===== config.mk =====
export PLATFORM = sky130hd
export DESIGN_NAME = sudoku_puzzle_feeder
export DESIGN_NICKNAME = d
export VERILOG_FILES = /design/src/rtl/sudoku_puzzle_feeder.sv
export SDC_FILE = /design/constraint.sdc
export NUM_CORES = 2
export LEC_CHECK = 0
export ABC_CLOCK_PERIOD_IN_PS = 34500
export CORE_MARGIN = 4
export CORE_UTILIZATION = 40
export DETAILED_ROUTE_END_ITERATION = 8
export DONT_BUFFER_PORTS = 1
export SLEW_MARGIN = 25
export SYNTH_ARGS = -nofsm -noshare
export SYNTH_HDL_FRONTEND = slang
export SYNTH_SLANG_ARGS = --single-unit
export TNS_END_PERCENT = 20

===== constraint.sdc =====
create_clock -name clk -period 34.5 [get_ports clk]
set_input_delay 5.175 -clock clk [delete_from_list [all_inputs] [get_ports clk]]
set_output_delay 5.175 -clock clk [all_outputs]
set_load 0.02 [all_outputs]

===== src/rtl/sudoku_puzzle_feeder.sv =====
// Host-side puzzle source and answer sink for the sudoku solver core:
// nibble-stream loader into an input FIFO, result FIFO with nibble-stream unload.
module sudoku_puzzle_feeder #(
  parameter int DEPTH = 4
) (
  input  logic         clk,
  input  logic         rst,
  input  logic         start,
  input  logic         stop,
  input  logic         flush,
  input  logic         ld_valid,
  input  logic [3:0]   ld_nib,
  output logic         ld_ready,
  output logic         rd_valid,
  output logic [3:0]   rd_nib,
  output logic         rd_last,
  input  logic         rd_ready,
  output logic         go,
  output logic         puzzle_avail,
  output logic [323:0] puzzle_in,
  input  logic         read_puzzle,
  input  logic         done_puzzle,
  input  logic [323:0] puzzle_out,
  output logic         underrun,
  output logic         overrun,
  output logic [15:0]  done_cnt
);

  localparam int AW = (DEPTH > 1) ? $clog2(DEPTH) : 1;
  localparam int CW = AW + 1;
  localparam logic [CW-1:0] FULL = CW'(DEPTH);
  localparam logic [6:0]    LAST_CELL = 7'd80;

  logic [323:0]  ld_shift;
  logic [323:0]  ld_word;
  logic [6:0]    ld_idx;
  logic [8:0]    ld_sh;
  logic          ld_fire;

  logic [323:0]  in_mem [DEPTH];
  logic [AW-1:0] in_wr;
  logic [AW-1:0] in_rd;
  logic [CW-1:0] in_count;
  logic          in_push;
  logic          in_pop;

  logic [323:0]  res_mem [DEPTH];
  logic [AW-1:0] res_wr;
  logic [AW-1:0] res_rd;
  logic [CW-1:0] res_count;
  logic          res_push;
  logic          res_pop;
  logic [323:0]  res_head;
  logic [323:0]  rd_shifted;
  logic [6:0]    rd_idx;
  logic [8:0]    rd_sh;

  logic          run;

  // Cell k lives at bit offset 4*(80-k); insert/extract by shifting a nibble mask.
  always_comb begin
    ld_ready   = (in_count != FULL);
    ld_fire    = ld_valid && ld_ready;
    ld_sh      = 9'(LAST_CELL - ld_idx) << 2;
    ld_word    = (ld_shift & ~({320'd0, 4'hF} << ld_sh)) | ({320'd0, ld_nib} << ld_sh);
    in_push    = ld_fire && (ld_idx == LAST_CELL);
    in_pop     = read_puzzle && (in_count != '0);
    puzzle_in  = (in_count != '0) ? in_mem[in_rd] : '0;

    puzzle_avail = ((in_count != '0) || flush) && (res_count != FULL);

    rd_valid   = (res_count != '0);
    res_head   = res_mem[res_rd];
    rd_sh      = 9'(LAST_CELL - rd_idx) << 2;
    rd_shifted = res_head >> rd_sh;
    rd_nib     = rd_valid ? rd_shifted[3:0] : '0;
    rd_last    = rd_valid && (rd_idx == LAST_CELL);
    res_pop    = rd_valid && rd_ready && rd_last;
    res_push   = done_puzzle && (res_count != FULL);

    go = run;
  end

  always_ff @(posedge clk) begin
    if (in_push)  in_mem[in_wr]   <= ld_word;
    if (res_push) res_mem[res_wr] <= puzzle_out;
  end

  always_ff @(posedge clk or posedge rst) begin
    if (rst) begin
      ld_shift  <= '0;
      ld_idx    <= '0;
      in_wr     <= '0;
      in_rd     <= '0;
      in_count  <= '0;
      res_wr    <= '0;
      res_rd    <= '0;
      res_count <= '0;
      rd_idx    <= '0;
      run       <= 1'b0;
      underrun  <= 1'b0;
      overrun   <= 1'b0;
      done_cnt  <= '0;
    end else begin
      if (ld_fire) begin
        ld_shift <= ld_word;
        ld_idx   <= (ld_idx == LAST_CELL) ? '0 : ld_idx + 7'd1;
      end

      if (in_push) in_wr <= in_wr + AW'(1);
      if (in_pop)  in_rd <= in_rd + AW'(1);
      case ({in_push, in_pop})
        2'b10:   in_count <= in_count + CW'(1);
        2'b01:   in_count <= in_count - CW'(1);
        default: in_count <= in_count;
      endcase
      if (read_puzzle && (in_count == '0)) underrun <= 1'b1;

      if (res_push) begin
        res_wr   <= res_wr + AW'(1);
        done_cnt <= done_cnt + 16'd1;
      end
      if (done_puzzle && (res_count == FULL)) overrun <= 1'b1;
      if (res_pop) res_rd <= res_rd + AW'(1);
      case ({res_push, res_pop})
        2'b10:   res_count <= res_count + CW'(1);
        2'b01:   res_count <= res_count - CW'(1);
        default: res_count <= res_count;
      endcase

      if (rd_valid && rd_ready)
        rd_idx <= rd_last ? '0 : rd_idx + 7'd1;

      if (stop)       run <= 1'b0;
      else if (start) run <= 1'b1;
    end
  end

endmodule


## Word-level counts from Yosys, hierarchy flattened

Memory sizes are Yosys's and may differ from the RTL's.
Cells that the tools add are included.

| word-level totals | value |
|---|---|
| bits of input ports | 337 |
| word-level logic and storage cells | 72 |
| memory bits (writable) | 2,592 |
| flip-flop bits (word level) | 371 |
| memories | 2 |
| output and inout port bits | 351 |

Memory list:

| memory | depth | bits a word | read ports | clocked after Yosys merged registers in | write ports | line | RTL |
|---|---|---|---|---|---|---|---|
| in_mem | 4 | 324 | 1 | 0 | 1 | 40 | `logic [323:0] in_mem [DEPTH];` |
| res_mem | 4 | 324 | 1 | 0 | 1 | 47 | `logic [323:0] res_mem [DEPTH];` |

| operators by class | value |
|---|---|
| muxes and demuxes | 12 |
| bitwise gates (word level) | 3 |
| add/subtract/negate cells | 13 |
| equal/unequal tests | 9 |
| shift-type cells | 3 |
| reductions and logical operators | 17 |

Operators with widths:

| kind | number |
|---|---|
| AND 324 bit | 1 |
| 2-to-1 mux 324 bit | 1 |
| inverter 324 bit | 1 |
| OR 324 bit | 1 |
| left shift 4 x 9 -> 324 bit | 1 |
| left shift 4 x 9 -> 324 bit, first input constant | 1 |
| right shift 324 x 9 -> 4 bit | 1 |
| adder 16 x 1 -> 16 bit, second input constant | 1 |
| adder 7 x 1 -> 7 bit, second input constant | 2 |
| == test 7 bit, second input constant | 2 |
| 2-to-1 mux 7 bit | 2 |
| subtractor 7 bit, first input constant | 2 |
| one-hot mux 3 bit (2 select lines) | 2 |
| logical AND 1 bit | 10 |
| adder 2 x 1 -> 2 bit, second input constant | 4 |
| adder 3 x 1 -> 3 bit, second input constant | 2 |
| 2-to-1 mux 1 bit | 6 |
| inequality test 3 bit, second input constant | 2 |
| nonzero test 2 bit | 3 |
| nonzero test 3 bit | 2 |
| subtractor 3 x 1 -> 3 bit, second input constant | 2 |
| == test 2 x 1 -> 1 bit, second input constant | 2 |
| == test 2 bit, second input constant | 2 |
| 2-to-1 mux 4 bit | 1 |
| 3 further kinds | 3 |

## Logic depth before layout (Yosys ltp)

| logic depth | value |
|---|---|
| depth in word-level cells | 5 |
| gate-level depth with buffers | 16 |

## Worst setup path before layout

No wires, ideal clock.

| timing | value |
|---|---|
| path type | input port to flip-flop |
| start | input done_puzzle |
| end | memory res_mem[0][0] (enable) |
| setup time | 0.727 ns |
| arrival | 13.077 ns |
| buffers on the path | 1 |
| slack | 20.696 ns |
| stages on the path | 3 |
| cell sequence | nor2b_1 -> clkbuf_1 -> and2_1 |

| between the ends | value |
|---|---|
| word-level cells in the longest chain between the ends | 3 |

RTL lines:

| element | line | RTL |
|---|---|---|
| start: declaration | 22 | `input logic done_puzzle,` |
| logical AND 1 bit | 79 | `res_push = done_puzzle && (res_count != FULL);` |
| 2-to-1 mux 1 bit | 86 | `if (res_push) res_mem[res_wr] <= puzzle_out;` |
| 2-to-1 mux 1 bit (implied by the code) | 86 |  |
| end: declaration | 47 |  |

No other way between the ends.

## Worst setup path in the final report

| timing | value |
|---|---|
| start | register rd_idx[0] |
| end | output rd_nib[3] |

| between the ends | value |
|---|---|
| word-level cells in the longest chain between the ends | 3 |

RTL lines:

| element | line | RTL |
|---|---|---|
| start: declaration | 55 | `logic [6:0] rd_idx;` |
| start signal: assignment | 132 | `rd_idx <= rd_last ? '0 : rd_idx + 7'd1;` |
| subtractor 7 bit | 74 | `rd_sh = 9'(LAST_CELL - rd_idx) << 2;` |
| right shift 324 x 9 -> 4 bit | 75 | `rd_shifted = res_head >> rd_sh;` |
| 2-to-1 mux 4 bit | 76 | `rd_nib = rd_valid ? rd_shifted[3:0] : '0;` |
| end: declaration | 15 | `output logic [3:0] rd_nib,` |

No other way between the ends.

==> impl_metrics.tcl <==
set metrics [dict create \
    place_congestion 0.833 \
    antenna_found_initial 36 \
    start_util 0.403 \
    layout_min_cycle_time_ps 11520 \
    rrSetupSlack_ps 27290 \
    die_h_um 548 \
    crit_path_end_kind "output pin" \
    netlist_instances 6398 \
    yosys_warnings 0 \
    final_cell_area_um2 131000 \
    finalSetupViolCount 0 \
    antenna_left 0 \
    postCtsHoldBufs 0 \
    peakVddDrop_v 0.0000912 \
    dr.pass1.iters 6 \
    grt_max_degree 197 \
    vias 60500 \
    synth_edf_count 2592 \
    synth_cell_type_count 70 \
    placed_area_um2 121000 \
    cts_max_level 5 \
    rsz0062_at_grt "no" \
    dp_hpwl_um 209000 \
    cpPeakStageDelay_ps 860 \
    clk_pin_slew_ps 60 \
    grt_overflow_total 0 \
    pre_cts_slack_ps 23710 \
    hold_path_depth 2 \
    synth-seq-cells 2963 \
    root_buffer "clkbuf_16" \
    synth_area_leaders "edfxtp_1, mux4_2, dfrtp_1" \
    cts_inserted_buffers 316 \
    required_ps 29320 \
    coreArea_um2 289000 \
    finalCritPeriodShare 0.334 \
    via_per_inst 5.69 \
    yosysMostFrequentCell "edfxtp_1" \
    holdPathEnd "ld_shift[266]$_DFFE_PP0P_" \
    num-nets-final 6816 \
    clockBufferDepth 4 \
    max_slew_margin 0.269 \
    grt_pass1_vias 60800 \
    finalHoldWorstSlack_ps 479 \
    crit_type "register to output pin" \
    worst_pin_slew_ps 1090 \
    syn_area_um2 117000 \
    worstHoldStart "ld_shift[266]$_DFFE_PP0P_" \
    worstPathArrival_ps 6340 \
    io_pins 688 \
    ys_seq_area_frac 0.747 \
    status "finished, final reports clean" \
    cap_violations 0 \
    synth_common_cells "edfxtp_1, nand2_1, mux4_2" \
    r2r-start "ld_idx[0]$_DFFE_PP0P_" \
    die-area_um2 300000 \
    crit_fanout 37 \
    avgSynthCellArea_um2 18.2 \
    drcViolationCount 0 \
    drive_gt1_frac 0.184 \
    path_cells "clkinv_1 > buf_4 > ha_4 > buf_4 > nor2b_4 > buf_4 > a221oi_1 > nor2_1 > o221ai_1 > o41ai_1 > buf_4" \
    wirelength_um 322000 \
    grt_use_total 0.210 \
    area_growth_pct 12.8 \
    min_path_type "register to register" \
    crit_top_cell "buf_4" \
    p_per_area_nw_per_um2 91.1 \
    grt_busiest_layer "met2" \
    synth_area_leader_cell "edfxtp_1" \
    cpLargestDelayFamily "buffers and inverters" \
    port_buffers 0 \
    die_width_um 548 \
    synth_top_area_frac 0.668 \
    syn-num-nets 6756 \
    start_kind "register" \
    met2_usage 0.343 \
    clk_latency_ps 910 \
    slew_viol_final 0 \
    grt_util_met1 0.265 \
    synthFlopType "edfxtp_1" \
    drt_iter0_drc 6528 \
    timing.final.ws_setup_ps 22980 \
    fmax_mhz 86.8 \
    cts_tree "done" \
    finalClockSkew_ps 66.7 \
    grt.met3_usage 0.0738 \
    worst_path_max_delay_cell "o41ai_1" \
    rr_endpoint "in_mem[3][237]$_DFFE_PP_" \
    hold_viol 0 \
    routedWlPerCell_um 30.3 \
    path_buf_inv 5 \
    setup-tns-final_ps 0 \
    grt_pass1_wl_um 456000 \
    leakage_nw 41.3 \
    rows 197 \
    postCtsSetupBuffers 0 \
    cts.sinks 2963 \
    post_cts_resized 0 \
    ys_async_sr_fraction 0.125 \
    r2r_cells 10 \
]
-- where the power goes --
part	leakage (nW)	internal, W	switching (W)
logic	8.40	0.00124	0.00265
clock network	4.93	0.00192	0.00140
registers	28.0	0.00455	0.000213
-- worst max-delay path by stage --
| stage | from | to | slack (ps) | cells after the start |
|---|---|---|---|---|
| 3_3_place_gp | flush | puzzle_avail | 23690 | 2 |
| 3_5_place_dp | flush | puzzle_avail | 23710 | 2 |
| 4_1_cts | res_rd[1]$_DFFE_PP0P_ | rd_nib[0] | 22810 | 10 |
| 6_report | rd_idx[0]$_DFFE_PP0P_ | rd_nib[3] | 22980 | 11 |
| 2_1_floorplan | rst | done_cnt[0]$_DFFE_PP0P_ | 19020 | 1 |
| 5_1_grt | res_rd[1]$_DFFE_PP0P_ | rd_nib[3] | 22740 | 10 |
-- area by class of cell --
| cell class | instances | area (um^2) |
|---|---|---|
| diodes | 35 | 87.6 |
| clock buffers | 412 | 8510 |
| clock inverters | 154 | 1680 |
| fillers | 24500 | 158000 |
| inverters | 20 | 82.6 |
| multi-input cells | 3031 | 27900 |
| flip-flops and latches | 2963 | 87100 |
| well taps | 3880 | 4850 |
| repair buffers | 126 | 1160 |
-- placed cells by master (no fill, tap or decap), types with 18 or more instances in the layout --
| cell | Yosys | layout |
|---|---|---|
| dfrtp_1 | 371 | 366 |
| a21oi_1 | 38 | 37 |
| edfxtp_1 | 2592 | 2592 |
| nand2_1 | 672 | 664 |
| a31oi_1 | 33 | 33 |
| nand3_1 | 98 | 93 |
| clkbuf_16 | 0 | 320 |
| ha_1 | 19 | 18 |
| buf_4 | 22 | 107 |
| xor2_1 | 19 | 18 |
| nor2_1 | 94 | 86 |
| diode_2 | 0 | 35 |
| o221ai_1 | 63 | 63 |
| inv_1 | 19 | 18 |
| a22oi_1 | 33 | 33 |
| clkinv_2 | 0 | 41 |
| and2_1 | 339 | 329 |
| xnor2_1 | 25 | 23 |
| nor3_1 | 26 | 21 |
| bufinv_16 | 0 | 22 |
| clkinv_1 | 1 | 54 |
| o2bb2ai_1 | 192 | 192 |
| clkbuf_1 | 220 | 76 |
| a221oi_1 | 27 | 27 |
| mux4_2 | 574 | 574 |
| mux2i_1 | 168 | 168 |
| o21ai_0 | 403 | 395 |
| mux2_2 | 21 | 21 |
-- logic make-up (layout without fill, tap and decap cells) --
group	Yosys count	count (layout)	share of synthesized area
simple gates	1313	1313	0.0531
compound gates	884	884	0.0506
flops	2963	2963	0.747
other cells	0	35	0
mux	763	763	0.127
buf+inv	404	712	0.0149
fa+ha+maj	21	21	0.00238
xor+xnor	50	50	0.00414
-- through the flow --
stage	power, W	instances	utilization
floorplan	0.00748	6398	-
global placement	0.00872	10000	0.419
detailed placement	0.00879	10000	0.419
CTS	0.0121	10600	0.454
global route	0.0125	10600	0.454
finish	0.0120	10600	0.455
-- worst min-delay path, cell delays in order (launching register included) --
cell,delay (ps)
dfrtp_1,340
nand2_1,50
o21ai_0,60
-- flip-flops by register name, summed over array words and instances, names as in the netlist --
name       count
done_cnt      16
go             1
in_count       3
in_mem      1296
in_rd          2
in_wr          2
ld_idx         7
ld_shift     324
overrun        1
rd_idx         7
res_count      3
res_mem     1296
res_rd         2
res_wr         2
underrun       1
-- per-layer routing --
layer / wire (um) / part of all wire
met2: 157000 / 0.49
met5: 83 / 0.00026
met4: 9250 / 0.029
met1: 123000 / 0.38
met3: 32900 / 0.10
No activity file was read; power rests on OpenSTA's default activity.
